**config.mk**
```make
export PLATFORM = sky130hd
export DESIGN_NAME = clock_report_tx
export DESIGN_NICKNAME = d
export VERILOG_FILES = /design/src/rtl/clock_report_tx.sv
export SDC_FILE = /design/constraint.sdc
export NUM_CORES = 1
export LEC_CHECK = 0
export ABC_AREA = 1
export BUFFER_PORTS_ARGS = -buffer_cell sky130_fd_sc_hd__buf_2
export CAP_MARGIN = 20
export CORE_MARGIN = 2
export CORE_UTILIZATION = 45
export CTS_CLUSTER_DIAMETER = 100
export DETAILED_ROUTE_END_ITERATION = 8
export GPL_TIMING_DRIVEN = 0
export PLACE_DENSITY = 0.64
export SYNTH_ARGS = -nofsm -noshare
export SYNTH_HDL_FRONTEND = slang
export SYNTH_SLANG_ARGS = --single-unit
export TNS_END_PERCENT = 20
```
**constraint.sdc**
```tcl
create_clock -name clk -period 3.3 [get_ports clk]
set_input_delay 0.33 -clock clk [delete_from_list [all_inputs] [get_ports clk]]
set_output_delay 0.33 -clock clk [all_outputs]
set_load 0.02 [all_outputs]
```
**src/rtl/clock_report_tx.sv**
```systemverilog
// UART transmitter for clock reports: formats "HH:MM:SS\n" or "ERROR!\n" and sends it as 8N1.
// Build option CLOCK_REPORT_CR_EN inserts a carriage return (8'h0D) before the final line feed.
module clock_report_tx #(
  parameter int CLKS_PER_BIT = 868
) (
  input  logic       clk,
  input  logic       rst,
  input  logic       report_req,
  input  logic       err_req,
  input  logic [3:0] clock1,
  input  logic [3:0] clock2,
  input  logic [3:0] clock3,
  input  logic [3:0] clock4,
  input  logic [3:0] clock5,
  input  logic [3:0] clock6,
  output logic       tx,
  output logic       busy,
  output logic       done
);

`ifdef CLOCK_REPORT_CR_EN
  localparam int TIME_LEN = 10;
  localparam int ERR_LEN  = 8;
`else
  localparam int TIME_LEN = 9;
  localparam int ERR_LEN  = 7;
`endif
  localparam int MAX_LEN = 10;
  localparam logic [15:0] BIT_LAST = 16'(CLKS_PER_BIT - 1);

  typedef enum logic [1:0] {IDLE, START, DATA, STOP} state_t;

  state_t                 state_q;
  logic [15:0]            bit_cnt_q;
  logic [2:0]             bit_idx_q;
  logic [3:0]             byte_idx_q;
  logic [3:0]             last_idx_q;
  logic [MAX_LEN*8-1:0]   msg_q;
  logic                   tx_q;
  logic                   busy_q;
  logic                   done_q;

  logic [7:0]             cur_byte;
  logic                   bit_last;
  logic                   req;

  function automatic logic [7:0] digit_ascii(input logic [3:0] d);
    return (d <= 4'd9) ? {4'h3, d} : 8'h3F;
  endfunction

  // Byte 0 of a message sits in bits [7:0].
  function automatic logic [MAX_LEN*8-1:0] time_msg(
    input logic [3:0] h1, input logic [3:0] h0,
    input logic [3:0] m1, input logic [3:0] m0,
    input logic [3:0] s1, input logic [3:0] s0
  );
    logic [MAX_LEN*8-1:0] m;
    m        = '0;
    m[7:0]   = digit_ascii(h1);
    m[15:8]  = digit_ascii(h0);
    m[23:16] = 8'h3A;
    m[31:24] = digit_ascii(m1);
    m[39:32] = digit_ascii(m0);
    m[47:40] = 8'h3A;
    m[55:48] = digit_ascii(s1);
    m[63:56] = digit_ascii(s0);
`ifdef CLOCK_REPORT_CR_EN
    m[71:64] = 8'h0D;
    m[79:72] = 8'h0A;
`else
    m[71:64] = 8'h0A;
`endif
    return m;
  endfunction

  function automatic logic [MAX_LEN*8-1:0] error_msg();
    logic [MAX_LEN*8-1:0] m;
    m        = '0;
    m[7:0]   = 8'h45;
    m[15:8]  = 8'h52;
    m[23:16] = 8'h52;
    m[31:24] = 8'h4F;
    m[39:32] = 8'h52;
    m[47:40] = 8'h21;
`ifdef CLOCK_REPORT_CR_EN
    m[55:48] = 8'h0D;
    m[63:56] = 8'h0A;
`else
    m[55:48] = 8'h0A;
`endif
    return m;
  endfunction

  assign cur_byte = msg_q[{byte_idx_q, 3'b000} +: 8];
  assign bit_last = (bit_cnt_q == BIT_LAST);
  assign req      = report_req | err_req;

  // Message buffer is pure data: captured at acceptance, never reset.
  always_ff @(posedge clk) begin
    if (state_q == IDLE && req) begin
      msg_q <= err_req ? error_msg()
                       : time_msg(clock1, clock2, clock3, clock4, clock5, clock6);
    end
  end

  always_ff @(posedge clk) begin
    if (rst) begin
      state_q    <= IDLE;
      tx_q       <= 1'b1;
      busy_q     <= 1'b0;
      done_q     <= 1'b0;
      bit_cnt_q  <= '0;
      bit_idx_q  <= '0;
      byte_idx_q <= '0;
      last_idx_q <= '0;
    end else begin
      done_q <= 1'b0;
      case (state_q)
        IDLE: begin
          if (req) begin
            state_q    <= START;
            tx_q       <= 1'b0;
            busy_q     <= 1'b1;
            bit_cnt_q  <= '0;
            bit_idx_q  <= '0;
            byte_idx_q <= '0;
            last_idx_q <= err_req ? 4'(ERR_LEN - 1) : 4'(TIME_LEN - 1);
          end
        end
        START: begin
          if (bit_last) begin
            bit_cnt_q <= '0;
            state_q   <= DATA;
            tx_q      <= cur_byte[0];
          end else begin
            bit_cnt_q <= bit_cnt_q + 16'd1;
          end
        end
        DATA: begin
          if (bit_last) begin
            bit_cnt_q <= '0;
            if (bit_idx_q == 3'd7) begin
              state_q <= STOP;
              tx_q    <= 1'b1;
            end else begin
              bit_idx_q <= bit_idx_q + 3'd1;
              tx_q      <= cur_byte[bit_idx_q + 3'd1];
            end
          end else begin
            bit_cnt_q <= bit_cnt_q + 16'd1;
          end
        end
        STOP: begin
          if (bit_last) begin
            bit_cnt_q <= '0;
            bit_idx_q <= '0;
            if (byte_idx_q == last_idx_q) begin
              state_q <= IDLE;
              busy_q  <= 1'b0;
              done_q  <= 1'b1;
            end else begin
              byte_idx_q <= byte_idx_q + 4'd1;
              state_q    <= START;
              tx_q       <= 1'b0;
            end
          end else begin
            bit_cnt_q <= bit_cnt_q + 16'd1;
          end
        end
        default: state_q <= IDLE;
      endcase
    end
  end

  assign tx   = tx_q;
  assign busy = busy_q;
  assign done = done_q;

endmodule

```
==> results of run 1 <==
logic make-up (layout without fill, tap and decap cells):
| family | Yosys count | after routing | share of synthesized area, % |
|---|---|---|---|
| AND/OR/NAND/NOR | 229 | 229 | 31.0 |
| AO/OA/AOI/OAI | 67 | 67 | 11.1 |
| adder cells (fa/ha/maj) | 9 | 9 | 3.42 |
| flip-flops | 58 | 58 | 43.8 |
| buffers and inverters | 80 | 127 | 9.91 |
| XOR/XNOR | 3 | 3 | 0.798 |
worst max-delay path, stage by stage, from the launching register on:
cell and delay, ns:
dfxtp_1 0.34, inv_1 0.14, ha_1 0.25, inv_1 0.12
nor2_2 0.55, buf_16 0.24
cells in the final DEF, fill, tap and decap left out, types with 3 or more instances in the layout:
cell type,synthesis,final
nor2_1,47,46
nor3_1,7,7
o21ai_2,3,3
ha_1,9,9
buf_4,6,6
dfxtp_1,30,30
nor2_2,5,6
nand2_2,3,3
o21ai_0,20,20
inv_1,65,65
nand3_2,3,3
nand2_1,116,116
inv_2,4,4
a21oi_1,35,35
buf_2,3,33
o21ai_1,3,3
nand3_1,30,30
clkbuf_8,0,9
nand4_1,7,7
edfxtp_1,28,28
power by group:
part / internal [mW] / leakage, nW / switching [mW]
logic: 0.375 / 1.05 / 0.726
clock network: 0.420 / 0.104 / 0.290
registers: 0.935 / 0.507 / 0.0580
path summary, 6_finish.rpt:
check,end,cells past startpoint
min,msg_q[40]$_DFFE_PP_,1
max reg2reg,msg_q[49]$_SDFFCE_PP1P_,5
max,msg_q[49]$_SDFFCE_PP1P_,5
min reg2reg,tx$_SDFFE_PP1P_,2
per-layer routing:
metal	share of wire (%)	wire, um	vias to the layer above	GRT usage [%]
met2	44	3130	81	28.7
met1	49	3450	1302	26.9
met4	1.6	112	0	7.73
li1	-	-	1533	-
met3	5.6	394	11	5.91
met5	0	0	-	0
metrics by stage:
stage / cells / area (um2) / hold WS, ns
2_1_floorplan: 446 / 3290 / 0.409
3_3_place_gp: 575 / 3570 / 0.448
3_5_place_dp: 576 / 3600 / 0.452
4_1_cts: 592 / 3810 / 0.178
5_1_grt: 592 / 3810 / 0.187
6_report: 592 / 3810 / 0.195
flip-flops by register name, indices dropped and copies added (netlist names):
register	count
bit_cnt_q	16
bit_idx_q	3
busy	1
byte_idx_q	4
done	1
last_idx_q	2
msg_q	28
state_q	2
tx	1
cell type report:
class                      count  area (um2)  area share (%)
buffer                        11        67.6            1.77
sequential                    58        1440            37.9
clock inverter                 6        81.3            2.14
inverter                      69         259            6.80
multi-input combinational    308        1530            40.2
tap                           99         124            3.25
clock buffer                  10         128            3.35
timing repair buffer          31         178            4.67
==> out/results.tsv, run 1 <==
stage	metric	value	unit
critical_path	CP Capture Type	flip-flop	
logic_synthesis	Syn Inst Count	446	
route	residual DRC count	0	
critical_path	crit path from	state_q[0]$_SDFFE_PP0P_	
logic_synthesis	Post-synth ARST share	0	%
route	1st-pass router iterations	5	
logic_synthesis	number of synthesized flops with an enable pin	28	
timing	min Tclk post-route	1.94	ns
clocking	post-cts hold buffer count	0	
placement	Final GP Congestion	0.877	
logic_synthesis	synthesized area per cell	7.39	um2
logic_synthesis	syn_nets	483	
clocking	CTS tree	built	
placement	port bufs	30	
clocking	post-CTS setup buffers	0	
clocking	CTS H-tree depth	3	
logic_synthesis	most frequent cells after synthesis	nand2_1 (116), inv_1 (65), nor2_1 (47)	
die	DIE HEIGHT	89.6	um
placement	DP Worst Slack	1.36	ns
die	Top Ports	31	
clocking	Max Root-Sink Buffers	2	
timing	endpoints failing hold	0	
critical_path	Arrival @ worst endpoint	1.99	ns
logic_synthesis	YS warnings	0	
timing	Pins Over Slew Limit	0	
die	Die X	89.6	um
logic_synthesis	area leader, netlist	edfxtp_1	
critical_path	Max FO, Critical Path	21	
route	DR vias	2927	
run	Max Cap Viol	0	
grt	pin count of the biggest net entering global routing	22	
grt	grt ovf	0	
clocking	clk_lat worst skew	0.35	ns
die	Die ar.	8020	um2
grt	Total GRT Usage	19.5	%
route	total wire length	7.09	mm
timing	Fin Clk Skew	0.0126	ns
timing	Tcrit/Tclk final	58.7	%
logic_synthesis	post-synthesis sequential area ratio	43.8	%
logic_synthesis	Yosys cell types	36	
logic_synthesis	Synth Cell Area	3290	um2
clocking	Num CTS Buffers	9	
critical_path	R2R Setup Slk	1.36	ns
critical_path	WS Path Type	reg2reg	
final_layout	Inserted Diodes	0	
min_path	min-delay worst type	in2reg	
route	first-iteration detailed-routing DRC count	211	
die	row cnt	31	
power_and_ir_drop	Leak	1.66	nW
final_layout	filler instances	693	
final_layout	Layout Utilization	53.1	%
logic_synthesis	most numerous cell in the Yosys netlist	nand2_1	
final_layout	layout cells sized above 1	16.6	%
critical_path	Worst setup SP type	flip-flop	
route	ANT nets after route	0	
logic_synthesis	Yosys top cell area share	25.5	%
grt	first-pass GRT wire length	11.7	mm
die	Initial Util	45.9	%
power_and_ir_drop	power per cell area	736	nW/um2
grt	antenna violations before repair	0	
route	wire length per cell	12.0	um
power_and_ir_drop	Max VDD drop	0.000249	V
timing	Worst-Margin Slew	0.661	ns
final_layout	Layout area overhead	15.6	%
logic_synthesis	ys flop type	dfxtp_1	
timing	setup_tns	0	ns
logic_synthesis	#FFs+latches synth	58	
clocking	CTS clock-pin slew for the worst setup and hold paths	0.07	ns
outcome	status	finished, final reports clean	
min_path	HP Start	err_req	
die	placeable core area	7180	um2
timing	setup slack after layout	1.36	ns
clocking	CTS sink count	58	
final_layout	nets	525	
timing	Max-Slew Margin vs Limit	55.9	%
power_and_ir_drop	Tot Pwr	2.80	mW
clocking	clk root buf	clkbuf_8	
timing	RSZ-0062 raised after global routing	no	
timing	# setup viols final	0	
timing	maximum clock frequency	517	MHz
placement	DP HPWL	5.29	mm
critical_path	WP data required	3.35	ns
grt	number of global-route vias before repair	2531	
logic_synthesis	Synth area leaders	edfxtp_1 (26%), dfxtp_1 (18%), nand2_1 (13%), inv_1 (7.4%), nor2_1 (5.4%)	
critical_path	Reg2Reg Launch Point	state_q[0]$_SDFFE_PP0P_	
clocking	post_cts resized	0	
route	routed vias/inst	4.94	
(Power assumes the default switching activity.)
==> run 2: changes to the inputs <==
- PLACE_DENSITY: 0.64 -> 0.67
- clock period: 3.3 -> 1.7 ns (I/O delays scaled with it)
==> run 2 against run 1 <==
  * Final cell count grew 0.51%
  * First-iteration DRC count grew 17%
  * Flip-flop and latch count is the same
  * Core utilization grew 1.7 points
  * Fmax grew 13%
  * Non-clock buffer count grew 2
  * Sequential power grew 96%
  * Critical endpoint is now byte_idx_q[2]$_SDFFE_PP0P_
  * Via count grew 0.41%
  * The flow now finishes with violations (negative setup slack)
  * Critical path depth grew 6
==> out/results.tsv, run 2 (same netlist as run 1, synthesis figures left out) <==
stage	metric	value	unit	change
clocking	CTS tree	built		unchanged
timing	Tcrit/Tclk final	101	%	was 58.7%
final_layout	Post-Layout Cell Count	595		was 592
critical_path	WS Path Type	reg2reg		unchanged
final_layout	Layout area overhead	19.2	%	was 15.6%
grt	number of global-route vias before repair	2681		was 2531
grt	pin count of the biggest net entering global routing	16		was 22
outcome	failing checks	negative setup slack		
final_layout	commonest non-fill, non-tap cell in the layout	nand2_1		unchanged
grt	antenna violations before repair	0		unchanged
clocking	clk root buf	clkbuf_8		unchanged
critical_path	Worst setup SP type	flip-flop		unchanged
die	Die ar.	8020	um2	unchanged
route	1st-pass router iterations	5		unchanged
timing	RSZ-0062 raised after global routing	yes		was no
placement	dpl cells	575		was 576
power_and_ir_drop	power per cell area	1430	nW/um2	was 736 nW/um2
die	Die X	89.6	um	unchanged
final_layout	Inserted Diodes	0		unchanged
grt	Total GRT Usage	20.0	%	was 19.5%
final_layout	Top reg by flops	msg_q		unchanged
final_layout	Largest register FFs	28		unchanged
route	wire length per cell	12.3	um	was 12.0 um
timing	setup slack after layout	-0.0129	ns	was 1.36 ns
power_and_ir_drop	Leak	1.67	nW	was 1.66 nW
placement	DP HPWL	5.30	mm	was 5.29 mm
final_layout	nets	528		was 525
clocking	Num CTS Buffers	9		unchanged
timing	Worst-Margin Slew	0.517	ns	was 0.661 ns
timing	Pins Over Slew Limit	0		unchanged
die	Top Ports	31		unchanged
power_and_ir_drop	Tot Pwr	5.62	mW	was 2.80 mW
die	row cnt	31		unchanged
critical_path	Max FO, Critical Path	10		was 21
clocking	Max Root-Sink Buffers	2		unchanged
placement	Final GP Congestion	0.913		was 0.877
clocking	clk_lat worst skew	0.35	ns	about the same
route	ANT nets after route	0		unchanged
clocking	CTS sink count	58		unchanged
route	DR vias	2939		was 2927
outcome	status	complete, but fails checks		was finished, final reports clean
timing	min Tclk post-route	1.71	ns	was 1.94 ns
die	Initial Util	45.9	%	unchanged
grt	first-pass GRT wire length	12.2	mm	was 11.7 mm
min_path	min-delay worst type	in2reg		unchanged
route	total wire length	7.32	mm	was 7.09 mm
grt	grt ovf	0		unchanged
route	routed wl met2	3.26	mm	was 3.13 mm
critical_path	Arrival @ worst endpoint	1.95	ns	was 1.99 ns
power_and_ir_drop	Max VDD drop	0.000551	V	was 0.000249 V
timing	setup_tns	-0.0248	ns	was 0 ns
critical_path	WP data required	1.93	ns	was 3.35 ns
timing	Max-Slew Margin vs Limit	65.5	%	was 55.9%
route	top layer in use	met4		unchanged
route	routed vias/inst	4.94		about the same
run	Max Cap Viol	0		unchanged
timing	# setup viols final	2		was 0
final_layout	layout cells sized above 1	21.8	%	was 16.6%
timing	maximum clock frequency	584	MHz	was 517 MHz
clocking	post-cts hold buffer count	0		unchanged
route	residual DRC count	0		unchanged
route	Met1 Wirelength	3.57	mm	was 3.45 mm
final_layout	biggest regs	msg_q: 28 flops, bit_cnt_q: 16 flops, byte_idx_q: 4 flops		unchanged
clocking	CTS clock-pin slew for the worst setup and hold paths	0.07	ns	about the same
die	DIE HEIGHT	89.6	um	unchanged
clocking	CTS H-tree depth	3		unchanged
timing	Fin Clk Skew	0.0105	ns	was 0.0126 ns
critical_path	CP Capture Type	flip-flop		unchanged
route	first-iteration detailed-routing DRC count	246		was 211
final_layout	most frequent cells in the layout	nand2_1 (113), inv_1 (61), nor2_1 (41)		was nand2_1 (116), inv_1 (65), nor2_1 (46)
die	placeable core area	7180	um2	unchanged
route	met3 WL	293	um	was 394 um
placement	port bufs	30		unchanged
timing	endpoints failing hold	0		unchanged
[run 2: cell types whose count changed in the layout (fill, tap and decap cells not counted), moves of 3 or more]
cell	change
dfxtp_2	+3
inv_1	-4
dfxtp_1	-5
inv_4	+3
nand2_1	-3
nor2_2	+4
ha_1	-3
buf_6	+3
nor2_1	-5
[run 2: path summary, 6_finish.rpt]
check / cells after the start / slack [ns] / endpoint / start
setup / recovery: 11 / -0.01 / byte_idx_q[2]$_SDFFE_PP0P_ / byte_idx_q[2]$_SDFFE_PP0P_
hold / removal: 1 / 0.03 / msg_q[38]$_SDFFCE_PP1P_ / err_req
setup reg to reg: 11 / -0.01 / byte_idx_q[2]$_SDFFE_PP0P_ / byte_idx_q[2]$_SDFFE_PP0P_
hold reg to reg: 2 / 0.48 / tx$_SDFFE_PP1P_ / tx$_SDFFE_PP1P_
[run 2: timing repair]
item,in CTS,in global routing
pin swaps,1,8
buffers inserted,0,3
gates resized for setup,12,25
gates cloned,1,0
setup endpoints to repair,44,26
[run 2: critical path: stages, from the launching register on]
cell     delay (ns)
dfxtp_1        0.30
buf_4          0.16
nor2_2         0.23
nand2_1        0.08
o21ai_1        0.07
and3_1         0.20
nand2_1        0.12
o21ai_2        0.11
nor2_4         0.07
nand2_1        0.08
xor2_1         0.14
nor2_1         0.05
[run 2: power breakdown]
group | internal, mW | switching, mW | leakage [nW]
registers | 1.83 | 0.122 | 0.510
clock network | 0.821 | 0.591 | 0.105
logic | 0.776 | 1.48 | 1.06
[run 2: per-stage QoR]
| step | util (%) | instance area (um2) | worst slack [ns] | hold WS (ns) |
|---|---|---|---|---|
| 2_1_floorplan | - | 3300 | 0.0926 | 0.249 |
| 3_3_place_gp | 49.8 | 3580 | -0.187 | 0.378 |
| 3_5_place_dp | 49.8 | 3580 | -0.234 | 0.383 |
| 4_1_cts | 53.7 | 3850 | -0.0217 | 0.0248 |
| 5_1_grt | 54.7 | 3930 | -0.176 | 0.0520 |
| 6_report | 54.7 | 3930 | -0.0129 | 0.0341 |
[run 2: per-layer routing]
layer	global-route usage, %	up-vias
li1	-	1540
met1	27.9	1311
met2	29.7	69
met3	3.32	19
met4	10.4	0
met5	0	-
[run 2: layout make-up]
class	instances	area, um2
repair buffers	33	173
well taps	99	124
flip-flops and latches	58	1450
clock inverters	7	93.8
plain buffers	11	83.8
clock buffers	9	124
multi-input cells	309	1610
fillers	689	3250
inverters	69	267
==> run 3: changes to the inputs <==
- BUFFER_PORTS_ARGS: -buffer_cell sky130_fd_sc_hd__buf_2 -> -buffer_cell sky130_fd_sc_hd__clkbuf_2
==> run 3 against run 2 <==
  * The run still ends with negative setup slack left
  * Critical path depth down 1
  * Final cell count up 1.5%
  * Sequential power up 2%
  * Power down 1.8%
  * Highest routed layer unchanged
  * Core utilization up 1.4 points
  * Via count up 4.1%
  * First-iteration DRC count down 40%
  * Global-route usage up 0.38 points
  * Combinational power up 10%
  * Fmax down 0.54%
  * Largest power group unchanged
==> out/results.tsv, run 3 (same netlist as run 1, synthesis figures left out) <==
stage	metric	value	unit	change
route	wire length per cell	12.9	um	was 12.3 um
grt	grt ovf	0		unchanged
critical_path	CP Cell Sequence	ha_4, nand4_1, nor2_2, nand2_2, nor2_2, nand4_1, inv_1, nand4_1, nand3_1, a21oi_2		was buf_4, nor2_2, nand2_1, o21ai_1, and3_1, nand2_1, o21ai_2, nor2_4, nand2_1, xor2_1, nor2_1
final_layout	most frequent cells in the layout	nand2_1 (110), inv_1 (58), nor2_1 (40)		was nand2_1 (113), inv_1 (61), nor2_1 (41)
power_and_ir_drop	Tot Pwr	5.52	mW	was 5.62 mW
placement	Final GP Congestion	0.881		was 0.913
route	first-iteration detailed-routing DRC count	148		was 246
critical_path	Max FO, Critical Path	5		was 10
placement	DP HPWL	5.32	mm	was 5.30 mm
grt	Total GRT Usage	20.4	%	was 20.0%
clocking	clk_lat worst skew	0.35	ns	about the same
timing	Pins Over Slew Limit	0		unchanged
route	routed vias/inst	5.06		was 4.94
timing	setup slack after layout	-0.0222	ns	was -0.0129 ns
route	residual DRC count	0		unchanged
timing	maximum clock frequency	581	MHz	was 584 MHz
die	Top Ports	31		unchanged
grt	pin count of the biggest net entering global routing	16		unchanged
die	Initial Util	45.9	%	unchanged
final_layout	commonest non-fill, non-tap cell in the layout	nand2_1		unchanged
timing	Fin Clk Skew	0.00660	ns	was 0.0105 ns
clocking	CTS clock-pin slew for the worst setup and hold paths	0.07	ns	about the same
clocking	CTS tree	built		unchanged
route	1st-pass router iterations	5		unchanged
critical_path	WS Path Type	reg2reg		unchanged
outcome	status	complete, but fails checks		unchanged
critical_path	Crit path top cell by count	nand4_1		was nand2_1
run	Max Cap Viol	0		unchanged
critical_path	CP max stage cell	dfxtp_4		was dfxtp_1
clocking	CTS H-tree depth	3		unchanged
final_layout	biggest regs	msg_q: 28 flops, bit_cnt_q: 16 flops, byte_idx_q: 4 flops		unchanged
timing	Worst-Margin Slew	0.571	ns	was 0.517 ns
final_layout	Top reg by flops	msg_q		unchanged
timing	hold_ws	0.0345	ns	was 0.0341 ns
critical_path	CP Capture Type	flip-flop		unchanged
die	Die X	89.6	um	unchanged
route	ANT nets after route	0		unchanged
grt	number of global-route vias before repair	2747		was 2681
critical_path	Worst setup SP type	flip-flop		unchanged
clocking	Num CTS Buffers	9		unchanged
die	DIE HEIGHT	89.6	um	unchanged
timing	RSZ-0062 raised after global routing	yes		unchanged
clocking	Max Root-Sink Buffers	2		unchanged
timing	min Tclk post-route	1.72	ns	was 1.71 ns
die	placeable core area	7180	um2	unchanged
critical_path	WP data required	1.91	ns	was 1.93 ns
final_layout	nets	538		was 528
power_and_ir_drop	Max VDD drop	0.000810	V	was 0.000551 V
final_layout	Layout area overhead	22.2	%	was 19.2%
power_and_ir_drop	Leak	1.71	nW	was 1.67 nW
final_layout	Inserted Diodes	0		unchanged
grt	antenna violations before repair	0		unchanged
timing	# setup viols final	1		was 2
placement	port bufs	30		unchanged
final_layout	layout cells sized above 1	25.3	%	was 21.8%
grt	first-pass GRT wire length	12.4	mm	was 12.2 mm
route	DR vias	3059		was 2939
clocking	CTS sink count	58		unchanged
route	total wire length	7.81	mm	was 7.32 mm
die	row cnt	31		unchanged
critical_path	Arrival @ worst endpoint	1.93	ns	was 1.95 ns
timing	endpoints failing hold	0		unchanged
die	Die ar.	8020	um2	unchanged
critical_path	slowest stage delay, CP	0.36	ns	was 0.30 ns
timing	Tcrit/Tclk final	101	%	about the same
clocking	clk root buf	clkbuf_8		unchanged
outcome	failing checks	negative setup slack		unchanged
final_layout	Largest register FFs	28		unchanged
power_and_ir_drop	power per cell area	1370	nW/um2	was 1430 nW/um2
min_path	min-delay worst type	in2reg		unchanged
timing	Max-Slew Margin vs Limit	61.9	%	was 65.5%
==> run 3: area by class of cell <==
class	instances	area, um2
Buffer	10	83.8
Multi-Input combinational cell	309	1680
Sequential cell	58	1460
Timing Repair Buffer	44	259
Clock buffer	9	124
Tap cell	99	124
Clock inverter	6	25.0
Fill cell	693	3150
Inverter	69	272
==> run 3: routing by layer <==
layer | share of wire (%) | track usage [%]
met2 | 46 | 31.6
met4 | 1.4 | 7.33
met3 | 5.3 | 4.52
met1 | 48 | 28.0
met5 | 0 | 0
==> run 3: worst paths after layout <==
check / depth (start not counted) / endpoint / slack (ns) / startpoint
max: 10 / bit_cnt_q[14]$_SDFFE_PP0N_ / -0.02 / bit_cnt_q[0]$_SDFFE_PP0N_
min: 1 / msg_q[38]$_SDFFCE_PP1P_ / 0.03 / err_req
max reg2reg: 10 / bit_cnt_q[14]$_SDFFE_PP0N_ / -0.02 / bit_cnt_q[0]$_SDFFE_PP0N_
min reg2reg: 2 / tx$_SDFFE_PP1P_ / 0.48 / tx$_SDFFE_PP1P_
==> run 3: metrics by stage <==
| stage | setup WS [ns] | TNS [ns] | instances | utilization [%] | instance area, um2 |
|---|---|---|---|---|---|
| after floorplan | 0.0926 | 0 | 446 | - | 3300 |
| after global placement | -0.189 | -6.52 | 575 | 49.8 | 3580 |
| after detailed placement | -0.251 | -8.65 | 575 | 49.8 | 3580 |
| after CTS | -0.0345 | -0.0345 | 595 | 53.1 | 3810 |
| after global routing | -0.170 | -1.18 | 604 | 56.1 | 4030 |
| final | -0.0222 | -0.0222 | 604 | 56.1 | 4030 |
==> run 3: critical path, delay by kind of cell (launching register included) <==
| family | cells | cell delay, ns |
|---|---|---|
| flip-flops | 1 | 0.36 |
| adder cells (fa/ha/maj) | 1 | 0.17 |
| AO/OA/AOI/OAI | 1 | 0.05 |
| buffers and inverters | 1 | 0.13 |
| AND/OR/NAND/NOR | 7 | 0.87 |
==> run 3: timing repair <==
action | in CTS | in global routing
pin swaps | 7 | 13
gates resized for setup | 15 | 51
hold buffers | 0 | 0
endpoints found under the setup margin | 47 | 26
gates cloned | 1 | 0
buffers inserted | 4 | 10
==> run 3: power by group <==
group          leakage [nW]  switching [mW]  internal [mW]
clock network        0.0788           0.550          0.494
registers             0.511           0.152           1.84
logic                  1.12            1.59          0.898
total                  1.71            2.29           3.23
